<file path="config.mk">
export PLATFORM = sky130hd
export DESIGN_NAME = mem_bank_rr_arbiter_flat
export DESIGN_NICKNAME = d
export VERILOG_FILES = /design/src/rtl/mem_bank_rr_arbiter_if.sv /design/src/rtl/mem_bank_rr_arbiter.sv /design/src/flat_wrapper.sv
export SDC_FILE = /design/constraint.sdc
export NUM_CORES = 1
export LEC_CHECK = 0
export CORE_AREA = 3 3 319 321
export CTS_CLUSTER_DIAMETER = 60
export CTS_CLUSTER_SIZE = 24
export DETAILED_ROUTE_END_ITERATION = 7
export DIE_AREA = 0 0 322 324
export GPL_ROUTABILITY_DRIVEN = 0
export HOLD_SLACK_MARGIN = 0.12
export MAX_ROUTING_LAYER = met4
export PLACE_DENSITY_LB_ADDON = 0.12
export SLEW_MARGIN = 20
export SYNTH_ARGS = -nofsm -noshare
export SYNTH_HDL_FRONTEND = slang
export SYNTH_SLANG_ARGS = --single-unit
</file>
<file path="constraint.sdc">
create_clock -name clk_i -period 12.8 [get_ports clk_i]
set_input_delay 1.92 -clock clk_i [delete_from_list [all_inputs] [get_ports clk_i]]
set_output_delay 1.92 -clock clk_i [all_outputs]
set_load 0.01 [all_outputs]
</file>
<file path="src/rtl/mem_bank_rr_arbiter_if.sv">
// ---------------------------------------------------------------------------
// mem_bank_rr_arbiter_if
// Bundle of the PE-side memory ports and the SRAM-bank-side ports of the
// PE-to-bank crossbar arbiter.
//   PE side   : rden, wren, wstrb, addr, wdata  (requests, held until gnt)
//               gnt, rvalid, rdata               (responses)
//   Bank side : bank_en, bank_we, bank_addr, bank_wdata (strobes to SRAM)
//               bank_rdata                       (SRAM read data, 1-cycle latency)
// Modports:
//   slave  - the arbiter itself
//   master - the environment (PEs + SRAM banks)
// ---------------------------------------------------------------------------
`timescale 1ns/1ps

interface mem_bank_rr_arbiter_if #(
  parameter int NUM_PE   = 4,
  parameter int NUM_BANK = 4
);
  logic [NUM_PE-1:0]             rden;
  logic [NUM_PE-1:0]             wren;
  logic [NUM_PE-1:0][3:0]        wstrb;
  logic [NUM_PE-1:0][31:0]       addr;
  logic [NUM_PE-1:0][31:0]       wdata;
  logic [NUM_PE-1:0]             gnt;
  logic [NUM_PE-1:0]             rvalid;
  logic [NUM_PE-1:0][31:0]       rdata;
  logic [NUM_BANK-1:0]           bank_en;
  logic [NUM_BANK-1:0][3:0]      bank_we;
  logic [NUM_BANK-1:0][31:0]     bank_addr;
  logic [NUM_BANK-1:0][31:0]     bank_wdata;
  logic [NUM_BANK-1:0][31:0]     bank_rdata;

  modport slave (
    input  rden, wren, wstrb, addr, wdata, bank_rdata,
    output gnt, rvalid, rdata, bank_en, bank_we, bank_addr, bank_wdata
  );

  modport master (
    output rden, wren, wstrb, addr, wdata, bank_rdata,
    input  gnt, rvalid, rdata, bank_en, bank_we, bank_addr, bank_wdata
  );
endinterface

</file>
<file path="src/rtl/mem_bank_rr_arbiter.sv">
// ---------------------------------------------------------------------------
// mem_bank_rr_arbiter
// Round-robin arbiter and sequencer between the PE memory ports and the four
// SRAM banks. Each bank grants one requesting PE per cycle (combinational
// gnt), rotating its priority pointer past the winner. Read grants register
// the bank owner so the 1-cycle-latency SRAM data is routed back with rvalid.
//
// Ports:
//   clk_i   - core clock
//   rst_i   - asynchronous, active-high reset
//   bus     - mem_bank_rr_arbiter_if.slave (PE requests/responses, bank side)
//   conflict_cnt_o[NUM_BANK] - cycles with >=2 requesters per bank  (perf build)
//   stall_cnt_o[NUM_PE]      - cycles requesting without grant per PE (perf build)
//
// Build option: define MEM_ARB_PERF_EN to add the saturating 32-bit
// performance counters and their ports. Arbitration is identical either way.
// ---------------------------------------------------------------------------
`timescale 1ns/1ps

module mem_bank_rr_arbiter #(
  parameter int NUM_PE   = 4,
  parameter int NUM_BANK = 4,   // 2-bit bank select: must be 4
  parameter int BANK_MSB = 15
) (
  input  logic                       clk_i,
  input  logic                       rst_i,
  mem_bank_rr_arbiter_if.slave       bus
`ifdef MEM_ARB_PERF_EN
  ,
  output logic [NUM_BANK-1:0][31:0]  conflict_cnt_o,
  output logic [NUM_PE-1:0][31:0]    stall_cnt_o
`endif
);

  localparam int PTR_W = (NUM_PE > 1) ? $clog2(NUM_PE) : 1;

  logic [NUM_PE-1:0]               req;
  logic [NUM_PE-1:0][1:0]          bank_sel;
  logic [NUM_BANK-1:0][PTR_W-1:0]  ptr_q;
  logic [NUM_BANK-1:0]             win_vld;
  logic [NUM_BANK-1:0][PTR_W-1:0]  win_id;
  logic [NUM_BANK-1:0]             rd_pend_q;
  logic [NUM_BANK-1:0][PTR_W-1:0]  rd_owner_q;
  logic [NUM_PE-1:0]               gnt;
  logic [NUM_PE-1:0]               rvalid;
  logic [NUM_PE-1:0][31:0]         rdata_mux;
  logic [NUM_PE-1:0][31:0]         rdata_q;

  // NOTE: combinational processes assign every output a default first and use
  // blocking '='; this keeps them latch-free. Clocked processes use '<=' only.
  always_comb begin
    req      = '0;
    bank_sel = '0;
    for (int p = 0; p < NUM_PE; p++) begin
      req[p]      = bus.rden[p] | bus.wren[p];
      bank_sel[p] = bus.addr[p][BANK_MSB -: 2];
    end
  end

  // Winner per bank: first requester found scanning from the bank pointer.
  always_comb begin
    int idx;
    idx     = 0;
    win_vld = '0;
    win_id  = '0;
    for (int b = 0; b < NUM_BANK; b++) begin
      for (int k = 0; k < NUM_PE; k++) begin
        idx = int'(ptr_q[b]) + k;
        if (idx >= NUM_PE) idx = idx - NUM_PE;
        if (!win_vld[b] && req[idx] && (bank_sel[idx] == 2'(b))) begin
          win_vld[b] = 1'b1;
          win_id[b]  = PTR_W'(idx);
        end
      end
    end
  end

  // Grant and bank-side drive. A PE addresses one bank, so at most one bank
  // can set a given gnt bit. Everything is suppressed while reset is high.
  always_comb begin
    gnt            = '0;
    bus.bank_en    = '0;
    bus.bank_we    = '0;
    bus.bank_addr  = '0;
    bus.bank_wdata = '0;
    if (!rst_i) begin
      for (int b = 0; b < NUM_BANK; b++) begin
        if (win_vld[b]) begin
          gnt[win_id[b]]    = 1'b1;
          bus.bank_en[b]    = 1'b1;
          bus.bank_we[b]    = bus.wstrb[win_id[b]] & {4{bus.wren[win_id[b]]}};
          bus.bank_addr[b]  = bus.addr[win_id[b]];
          bus.bank_wdata[b] = bus.wdata[win_id[b]];
        end
      end
    end
  end

  assign bus.gnt = gnt;

  // Pointer rotation and read-owner bookkeeping. rden+wren together counts
  // as a write, so only pure reads leave a pending return.
  always_ff @(posedge clk_i or posedge rst_i) begin
    if (rst_i) begin
      ptr_q      <= '0;
      rd_pend_q  <= '0;
      rd_owner_q <= '0;
    end else begin
      for (int b = 0; b < NUM_BANK; b++) begin
        if (win_vld[b]) begin
          ptr_q[b] <= (int'(win_id[b]) == NUM_PE - 1) ? '0 : win_id[b] + 1'b1;
        end
        rd_pend_q[b]  <= win_vld[b] & ~bus.wren[win_id[b]];
        rd_owner_q[b] <= win_id[b];
      end
    end
  end

  // Read return: SRAM data of the owning bank is forwarded in the cycle it
  // arrives; otherwise each PE sees the last value it was given.
  always_comb begin
    rvalid    = '0;
    rdata_mux = rdata_q;
    for (int b = 0; b < NUM_BANK; b++) begin
      if (rd_pend_q[b]) begin
        rvalid[rd_owner_q[b]]    = 1'b1;
        rdata_mux[rd_owner_q[b]] = bus.bank_rdata[b];
      end
    end
  end

  always_ff @(posedge clk_i or posedge rst_i) begin
    if (rst_i) rdata_q <= '0;
    else       rdata_q <= rdata_mux;
  end

  assign bus.rvalid = rvalid;
  assign bus.rdata  = rdata_mux;

`ifdef MEM_ARB_PERF_EN
  logic [NUM_BANK-1:0] conflict;

  always_comb begin
    int n_req;
    n_req    = 0;
    conflict = '0;
    for (int b = 0; b < NUM_BANK; b++) begin
      n_req = 0;
      for (int p = 0; p < NUM_PE; p++) begin
        if (req[p] && (bank_sel[p] == 2'(b))) n_req = n_req + 1;
      end
      conflict[b] = (n_req >= 2);
    end
  end

  always_ff @(posedge clk_i or posedge rst_i) begin
    if (rst_i) begin
      conflict_cnt_o <= '0;
      stall_cnt_o    <= '0;
    end else begin
      for (int b = 0; b < NUM_BANK; b++) begin
        if (conflict[b] && (conflict_cnt_o[b] != '1))
          conflict_cnt_o[b] <= conflict_cnt_o[b] + 32'd1;
      end
      for (int p = 0; p < NUM_PE; p++) begin
        if (req[p] && !gnt[p] && (stall_cnt_o[p] != '1))
          stall_cnt_o[p] <= stall_cnt_o[p] + 32'd1;
      end
    end
  end
`endif

endmodule

</file>
<file path="src/flat_wrapper.sv">
// flat-port wrapper written by rule: the top's interface ports become plain ports
module mem_bank_rr_arbiter_flat 
#(
  parameter int NUM_PE   = 4,
  parameter int NUM_BANK = 4,                                  
  parameter int BANK_MSB = 15
)
  (clk_i, rst_i, bus_rden, bus_wren, bus_wstrb, bus_addr, bus_wdata, bus_bank_rdata, bus_gnt, bus_rvalid, bus_rdata, bus_bank_en, bus_bank_we, bus_bank_addr, bus_bank_wdata);
  mem_bank_rr_arbiter_if #(.NUM_PE(NUM_PE), .NUM_BANK(NUM_BANK)) bus_i ();
  input  logic clk_i;
  input  logic rst_i;
  input wire logic [$bits(bus_i.rden)-1:0] bus_rden;
  input wire logic [$bits(bus_i.wren)-1:0] bus_wren;
  input wire logic [$bits(bus_i.wstrb)-1:0] bus_wstrb;
  input wire logic [$bits(bus_i.addr)-1:0] bus_addr;
  input wire logic [$bits(bus_i.wdata)-1:0] bus_wdata;
  input wire logic [$bits(bus_i.bank_rdata)-1:0] bus_bank_rdata;
  output wire logic [$bits(bus_i.gnt)-1:0] bus_gnt;
  output wire logic [$bits(bus_i.rvalid)-1:0] bus_rvalid;
  output wire logic [$bits(bus_i.rdata)-1:0] bus_rdata;
  output wire logic [$bits(bus_i.bank_en)-1:0] bus_bank_en;
  output wire logic [$bits(bus_i.bank_we)-1:0] bus_bank_we;
  output wire logic [$bits(bus_i.bank_addr)-1:0] bus_bank_addr;
  output wire logic [$bits(bus_i.bank_wdata)-1:0] bus_bank_wdata;
  assign bus_i.rden = bus_rden;
  assign bus_i.wren = bus_wren;
  assign bus_i.wstrb = bus_wstrb;
  assign bus_i.addr = bus_addr;
  assign bus_i.wdata = bus_wdata;
  assign bus_i.bank_rdata = bus_bank_rdata;
  assign bus_gnt = bus_i.gnt;
  assign bus_rvalid = bus_i.rvalid;
  assign bus_rdata = bus_i.rdata;
  assign bus_bank_en = bus_i.bank_en;
  assign bus_bank_we = bus_i.bank_we;
  assign bus_bank_addr = bus_i.bank_addr;
  assign bus_bank_wdata = bus_i.bank_wdata;
  mem_bank_rr_arbiter #(.NUM_PE(NUM_PE), .NUM_BANK(NUM_BANK), .BANK_MSB(BANK_MSB)) u_core (.clk_i(clk_i), .rst_i(rst_i), .bus(bus_i));
endmodule
</file>
==> out/metrics.cfg, run 1 <==
[routing]
drt_first_pass_iters = 5
num_vias = 20700
drt_iter0_drc = 1384
drc = 0
viasPerCell = 5.03
wl_per_cell_um = 29.3
ant_nets = 0
wl_um = 121000

[synthesis]
synth.avg_cell_area_sq_um = 8.24
synth_top_family_by_area = multiplexers
synth_fa_ha_area_share_pct = 1.13
syn_inst = 2142
synth-edff-count = 0
synth_flop_cell = dfrtp_1
yosysWarningCount = 0
ys_top_cells_by_area = mux2i_1 35%, dfrtp_1 21%, o22ai_1 9.5%
synthSimpleGateAreaFrac_pct = 8.96
synth-async-reset-ratio_pct = 100
muxShareOfSynthArea_pct = 37.7
yosysTopAreaCellShare_pct = 35.4
synth_seq_cells = 148
syn_area_sq_um = 17700
ys_seq_area_share_pct = 21.0
synth_compound_area_share_pct = 24.5
ys_types = 55
synth_xor_area_share_pct = 0
synth_area_leader_cell = mux2i_1

[floorplanning]
die_y_um = 324
start_util_pct = 17.7
num_rows = 116
die-area_sq_um = 104000
io_pins = 822
fp.dieW_um = 322
fp.coreArea_sq_um = 99600

[clock_network]
clk_pin_slew_ns = 0.07
cts_hold_buf = 0
clock_sinks = 148
clkLatencyLatePin_ns = 0.46
cts_tree = built
clockBufferDepth = 2
cts-root-buf = clkbuf_16
cts-resized-gates = 0
h-tree-depth = 4
post-cts-setup-buffers = 0
cts_buffers = 17

[placed_design]
dp_slack_ns = 4.30
dp_hpwl_um = 87700
placement.cell_area_sq_um = 26800
io_buffer_count = 817

[timing]
fin_hold_ws_ns = 0.563
fmaxAchievable_mhz = 117
finalSetupViolations = 0
max-slew-margin-rel_pct = 20.9
setup_slack_ns = 4.24
period_minus_slack_ns = 8.56
fin_crit_sh_pct = 66.9
tightest_slew_ns = 1.19
maxSlewViolCount = 0
final.setup.tns_ns = 0
final.setup_skew_ns = 0.0181
rsz0062_at_grt = no
hold_viol_final = 0

[global_routing]
track_usage_pct = 22.6
grt_max_degree = 131
grt_pass1_vias = 21200
grt_pass1_wl_um = 166000
antenna_found_initial = 43
grt_remaining_overflow = 0

[pwr]
p_total_uw = 3800
powerDensity_nw_per_um2 = 139
ir_worst_vdd_mv = 0.0989
p_leak_uw = 0.0110

[critical_path]
cp-end-kind = output port
path_max_fanout = 114
cp_data_arrival_time_ns = 6.64
worstSetupPathType = primary input to output port
critPathLaunchType = primary input
rrSetupSlack_ns = 10.01
required_ns = 10.88

[final_layout]
fin_area_sq_um = 27400
nNetsFinal = 3211
syn_to_final_growth_pct = 55.3
layout-drive-gt1-share_pct = 4.43

[hold_path]
hp-class = register to register

[outcome]
status = complete, no violations

[flow_run]
maxCapViolations = 0

==> placed cells by master (no fill, tap or decap), types with 5 or more instances in the layout <==
master	instances
nand2_4	8
buf_4	28
diode_2	25
dfrtp_1	148
nor3_1	6
a211oi_1	128
clkdlybuf4s50_1	817
clkbuf_16	17
ha_1	16
mux2i_1	625
nor3b_2	6
a22oi_1	8
o22ai_1	268
clkbuf_8	5
a21oi_1	231
nand2_1	57
nor2_1	249
and2_1	6
nand3_1	5
mux2_2	19
nand3b_1	7
inv_1	9
o21ai_0	38
mux2_1	16
a31oi_1	8
==> metal layers <==
metal  GRT usage, %  share of wire (%)
met1           25.9                 41
met2           39.0                 50
met3           5.67                6.7
met4           6.49                2.5
met5              -                  0
==> through the flow <==
| stage | cells | utilization, % |
|---|---|---|
| after CTS | 4096 | 27.5 |
| final | 4121 | 27.5 |
| after global routing | 4120 | 27.5 |
| after detailed placement | 4064 | 26.9 |
| after floorplan | 2145 | - |
| after global placement | 4064 | 26.9 |
==> final timing paths <==
path	to	from	cells after the start
max	bus_bank_we[8]	bus_wren[0]	9
max in group asynchronous	u_core.rd_pend_q[1]$_DFF_PP0_	rst_i	3
min reg2reg	u_core.ptr_q[6]$_DFFE_PP0N_	u_core.ptr_q[6]$_DFFE_PP0N_	2
max reg2reg	u_core.rdata_q[4]$_DFF_PP0_	u_core.rd_pend_q[1]$_DFF_PP0_	6
min	u_core.ptr_q[6]$_DFFE_PP0N_	u_core.ptr_q[6]$_DFFE_PP0N_	2
min in group asynchronous	u_core.ptr_q[2]$_DFFE_PP0N_	rst_i	2
==> kinds of logic after synthesis <==
family	after synthesis
buf+inv	240
flops	148
other cells	1
mux	660
fa+ha+maj	16
simple gates	372
compound gates	705
==> cell usage after synthesis (15+ instances only) <==
master and number:
nor2_1 250, buf_2 83, a211oi_1 128, dfrtp_1 148, clkbuf_1 82, ha_1 16, mux2_2 19, buf_1 15
o21ai_0 38, o22ai_1 269, mux2_1 16, a21oi_1 231, nand2_1 65, buf_4 44, mux2i_1 625
==> flip-flops by register name (all words and copies together), names as in the netlist <==
| signal | count |
|---|---|
| u_core.rd_pend_q | 4 |
| u_core.rdata_q | 128 |
| u_core.ptr_q | 8 |
| u_core.rd_owner_q | 8 |
==> final cells by class <==
type,count,area [sq um]
fillers,10700,72200
multi-input cells,1757,12900
repair buffers,849,8470
flip-flops and latches,148,3700
well taps,1298,1620
clock buffers,22,494
clock inverters,10,97.6
diodes,25,62.6
inverters,12,50.0
==> where the power goes <==
part	leakage, uW	internal, uW	switching (uW)
sequential	0.00173	686	71.9
combinational	0.00896	1220	1300
clock	0.000285	294	231
==> worst max-delay path, stage by stage <==
cell,delay (ns)
clkdlybuf4s50_1,0.83
o21ba_2,0.44
nand3_1,0.11
nor4b_1,0.24
o32a_2,0.78
buf_12,0.70
mux2_2,0.42
o22ai_1,0.36
clkdlybuf4s50_1,0.72
Note: power is estimated with default switching activity, not from simulation.
==> run 2, diff against run 1 <==
--- a/config.mk
+++ b/config.mk
@@ -5,11 +5,11 @@
 export SDC_FILE = /design/constraint.sdc
 export NUM_CORES = 1
 export LEC_CHECK = 0
-export CORE_AREA = 3 3 319 321
+export CORE_AREA = 3 3 317 319
 export CTS_CLUSTER_DIAMETER = 60
 export CTS_CLUSTER_SIZE = 24
 export DETAILED_ROUTE_END_ITERATION = 7
-export DIE_AREA = 0 0 322 324
+export DIE_AREA = 0 0 320 322
 export GPL_ROUTABILITY_DRIVEN = 0
 export HOLD_SLACK_MARGIN = 0.12
 export MAX_ROUTING_LAYER = met4
==> constraint.sdc (replaced) <==
create_clock -name clk_i -period 7.8 [get_ports clk_i]
set_input_delay 1.17 -clock clk_i [delete_from_list [all_inputs] [get_ports clk_i]]
set_output_delay 1.17 -clock clk_i [all_outputs]
set_load 0.01 [all_outputs]
==> out/metrics.cfg, run 2 (synthesized netlist as in run 1, its figures left out) <==
[clock_network]
clk_pin_slew_ns = 0.07
cts-root-buf = clkbuf_16
cts_buffers = 17
cts_tree = built
post-cts-setup-buffers = 0
h-tree-depth = 4
clkLatencyLatePin_ns = 0.46
cts_hold_buf = 0
cts-resized-gates = 0
clockBufferDepth = 2
clock_sinks = 148

[routing]
num_vias = 21000
viasPerCell = 5.10
drt_iter0_drc = 1287
wl_per_cell_um = 29.5
drc = 0
wl_um = 122000
drt_first_pass_iters = 5
ant_nets = 0

[global_routing]
grt_pass1_wl_um = 170000
grt_remaining_overflow = 0
track_usage_pct = 23.2
antenna_found_initial = 44
grt_max_degree = 73
grt_pass1_vias = 21200

[critical_path]
rr_endpoint = u_core.rdata_q[5]$_DFF_PP0_
worstSetupPathType = primary input to output port
critPathLaunchType = primary input
reg2reg_from = u_core.rd_pend_q[1]$_DFF_PP0_
cp-end-kind = output port
rrSetupSlack_ns = 5.19
cp_data_arrival_time_ns = 5.31
crit_path_end = bus_bank_wdata[24]
reg2reg_depth = 6
critPathLaunch = bus_wren[3]
required_ns = 6.63
path_max_fanout = 46

[pwr]
p_leak_uw = 0.0110
switchingPower_uw = 2660
ir_worst_vdd_mv = 0.123
pwr-share-seq_pct = 19.9
switching_share_pct = 42.5
clkPwrFrac_pct = 14.0
combPwrFrac_pct = 66.1
powerDensity_nw_per_um2 = 228
p_int_uw = 3610

[floorplanning]
die-area_sq_um = 103000
io_pins = 822
die_y_um = 322
num_rows = 115
fp.coreArea_sq_um = 98100
start_util_pct = 18.0
fp.dieW_um = 320

[timing]
final.setup_skew_ns = 0.0149
max-slew-margin-rel_pct = 26.9
finalSetupViolations = 0
rsz0062_at_grt = no
final.setup.tns_ns = 0
fin_crit_sh_pct = 83.0
period_minus_slack_ns = 6.48
hold_viol_final = 0
maxSlewViolCount = 0
tightest_slew_ns = 1.10
fmaxAchievable_mhz = 154

[final_layout]
nNetsFinal = 3225
final_cell_mix = 817 x clkdlybuf4s50_1, 625 x mux2i_1, 268 x o22ai_1
largest_reg_flops = 128
top_register = u_core.rdata_q
fin_area_sq_um = 27500
layout-drive-gt1-share_pct = 4.80
largestRegisters = u_core.rdata_q (128), u_core.ptr_q (8), u_core.rd_owner_q (8)
final_common_cell = clkdlybuf4s50_1
syn_to_final_growth_pct = 55.8

[hold_path]
hp-class = register to register
min_from = u_core.ptr_q[2]$_DFFE_PP0N_

[flow_run]
maxCapViolations = 0

[placed_design]
io_buffer_count = 817
dp_hpwl_um = 90200
placement.cell_area_sq_um = 26800

[outcome]
status = complete, no violations

run 2: power groups by stage:
stage | Combinational, uW | Clock [uW] | Sequential (uW)
after floorplan | 2110 | 0 | 1220
after global routing | 4430 | 943 | 1280
after detailed placement | 4160 | 0 | 1260
after CTS | 4180 | 910 | 1250
after global placement | 4120 | 0 | 1250
final | 4150 | 875 | 1250
run 2: cell type report:
| cell class | count | area (sq um) |
|---|---|---|
| clock buffers | 22 | 464 |
| multi-input cells | 1757 | 12900 |
| fillers | 10400 | 70600 |
| repair buffers | 863 | 8570 |
| well taps | 1287 | 1610 |
| clock inverters | 10 | 121 |
| inverters | 12 | 50.0 |
| flip-flops and latches | 148 | 3700 |
| diodes | 25 | 62.6 |
run 2: per-layer routing:
metal / track usage (%) / vias up / part of all wire, %
met5: - / - / 0
met1: 27.1 / 10500 / 41
li1: - / 9493 / -
met2: 40.3 / 914 / 50
met3: 5.36 / 127 / 6.6
met4: 5.77 / 0 / 2.3
run 2: metrics by stage:
stage,setup WS (ns),power [uW],hold WS (ns),std cells,util (%)
2_1_floorplan,1.04,3330,0.507,2145,-
3_3_place_gp,1.31,5370,0.550,4067,27.4
3_5_place_dp,1.27,5420,0.559,4067,27.4
4_1_cts,1.27,6340,0.574,4099,28.0
5_1_grt,1.08,6660,0.603,4121,28.0
6_report,1.32,6270,0.567,4124,28.0
run 2: critical path: stages:
cell and delay [ns]:
clkdlybuf4s50_1 0.79, nor2_2 0.13, nor3_1 0.42, o21ai_0 0.24
a221oi_2 0.55, inv_1 0.25, nand2_4 0.61, o22ai_1 0.45
clkdlybuf4s50_1 0.59
run 2: how the worst min path moves through the flow:
stage | cells after the start | slack (ns) | end
5_1_grt | 2 | 0.60 | u_core.ptr_q[4]$_DFFE_PP0N_
4_1_cts | 2 | 0.57 | u_core.ptr_q[0]$_DFFE_PP0N_
2_1_floorplan | 2 | 0.51 | u_core.ptr_q[0]$_DFFE_PP0N_
6_report | 2 | 0.57 | u_core.ptr_q[2]$_DFFE_PP0N_
3_3_place_gp | 2 | 0.55 | u_core.ptr_q[4]$_DFFE_PP0N_
3_5_place_dp | 2 | 0.56 | u_core.ptr_q[0]$_DFFE_PP0N_
==> run 3, diff against run 2 <==
==> constraint.sdc (replaced) <==
create_clock -name clk_i -period 5.5 [get_ports clk_i]
set_input_delay 0.825 -clock clk_i [delete_from_list [all_inputs] [get_ports clk_i]]
set_output_delay 0.825 -clock clk_i [all_outputs]
set_load 0.01 [all_outputs]
==> out/metrics.cfg, run 3 (synthesized netlist as in run 1, its figures left out) <==
[pwr]
ir_worst_vdd_mv = 0.217
powerDensity_nw_per_um2 = 317
p_leak_uw = 0.0114

[timing]
final.setup.tns_ns = 0
final.setup_skew_ns = 0.0100
finalSetupViolations = 0
fmaxAchievable_mhz = 197
period_minus_slack_ns = 5.08
tightest_slew_ns = 1.14
fin_hold_ws_ns = 0.550
fin_crit_sh_pct = 92.4
max-slew-margin-rel_pct = 24.0
rsz0062_at_grt = no
maxSlewViolCount = 0
hold_viol_final = 0

[global_routing]
grt_pass1_vias = 21400
grt_pass1_wl_um = 168000
track_usage_pct = 23.0
grt_remaining_overflow = 0
antenna_found_initial = 34
grt_max_degree = 66

[clock_network]
clk_pin_slew_ns = 0.06
clockBufferDepth = 2
h-tree-depth = 4
post-cts-setup-buffers = 0
cts-root-buf = clkbuf_16
cts_hold_buf = 0
cts_tree = built
clkLatencyLatePin_ns = 0.47
cts-resized-gates = 0
cts_buffers = 17
clock_sinks = 148

[routing]
drt_first_pass_iters = 8
drc = 0
viasPerCell = 5.03
drt_iter0_drc = 1515
num_vias = 21000
wl_um = 121000
ant_nets = 0
wl_per_cell_um = 28.8

[floorplanning]
die-area_sq_um = 103000
die_y_um = 322
num_rows = 115
start_util_pct = 18.0
io_pins = 822
fp.dieW_um = 320
fp.coreArea_sq_um = 98100

[final_layout]
layout-drive-gt1-share_pct = 6.87
fillers = 10400
nNetsFinal = 3282
syn_to_final_growth_pct = 59.9
largestRegisters = u_core.rdata_q (128), u_core.ptr_q (8), u_core.rd_owner_q (8)
top_register = u_core.rdata_q
final_common_cell = clkdlybuf4s50_1
final_cell_mix = 815 x clkdlybuf4s50_1, 625 x mux2i_1, 268 x o22ai_1
largest_reg_flops = 128

[critical_path]
path_max_fanout = 47
cp_top_family = buffers and inverters
worstSetupPathType = primary input to output port
crit_buf_inv = 5
rrSetupSlack_ns = 2.92
cp_data_arrival_time_ns = 4.26
slowest_stage = clkdlybuf4s50_1
cp-end-kind = output port
required_ns = 4.68
critPathLaunchType = primary input
critPathMaxStageDelay_ns = 0.69
path_cells = clkdlybuf4s50_1 > buf_4 > o21bai_1 > o32ai_1 > a21oi_1 > a2bb2oi_4 > buf_12 > buf_12 > mux2i_1 > o22ai_1 > clkdlybuf4s50_1

[placed_design]
dp_hpwl_um = 92600
io_buffer_count = 817

[hold_path]
hp-class = register to register

[outcome]
status = complete, no violations

[flow_run]
maxCapViolations = 0

==> run 3: changes by cell type in the layout (fill, tap and decap cells not counted), moves of 2 or more <==
cell and delta:
clkbuf_1 -3, buf_12 +25, diode_2 -2, buf_4 +33, clkdlybuf4s50_1 -2, clkinv_2 +2
clkinv_4 +3
==> run 3: area by class of cell <==
cell class / instances / area (sq um) / area share (%)
Clock buffer: 18 / 439 / 1.56
Antenna cell: 23 / 57.6 / 0.204
Tap cell: 1287 / 1610 / 5.71
Clock inverter: 14 / 129 / 0.457
Multi-Input combinational cell: 1757 / 12900 / 45.8
Inverter: 12 / 48.8 / 0.173
Sequential cell: 148 / 3700 / 13.1
Timing Repair Buffer: 920 / 9310 / 33.0
==> run 3: per-layer routing <==
layer	GRT usage (%)	wire (um)	vias to the layer above
met2	40.0	60600	858
met5	-	0	-
met3	6.34	8620	116
met1	26.0	48600	10400
li1	-	-	9586
met4	6.25	2750	0
==> run 3: final timing paths <==
kind                                           startpoint                           end  depth (start not counted)
setup / recovery                              bus_wren[0]            bus_bank_wdata[21]                         11
setup reg to reg           u_core.rd_owner_q[0]$_DFF_PP0_  u_core.rdata_q[64]$_DFF_PP0_                          6
hold / removal                u_core.ptr_q[0]$_DFFE_PP0N_   u_core.ptr_q[0]$_DFFE_PP0N_                          2
hold reg to reg               u_core.ptr_q[0]$_DFFE_PP0N_   u_core.ptr_q[0]$_DFFE_PP0N_                          2
max in group asynchronous                           rst_i  u_core.rdata_q[25]$_DFF_PP0_                          5
min in group asynchronous                           rst_i   u_core.ptr_q[7]$_DFFE_PP0N_                          2
==> run 3: report_power, final <==
group	switching [uW]	internal [uW]	total, uW
Combinational	3070	2930	6000
Sequential	175	1600	1770
Clock	551	638	1190
Total	3790	5170	8960
==> run 3: worst register-to-register path: stages, from the launching register on <==
cell      delay [ns]
dfrtp_1         0.42
nand3b_1        0.79
buf_12          0.48
mux2i_1         0.15
a211oi_1        0.24
a21oi_1         0.06
a21oi_1         0.32
==> run 3: stage by stage <==
stage               power, uW  utilization [%]  cells  worst slack [ns]  instance area, sq um
finish                   8960             28.8   4179             0.417                 28200
global route             9510             28.8   4177             0.261                 28200
CTS                      9060             28.7   4155             0.376                 28200
detailed placement       7800             28.1   4123             0.414                 27600
global placement         7730             28.1   4123            0.0955                 27600
floorplan                4720                -   2145             0.539                 17700
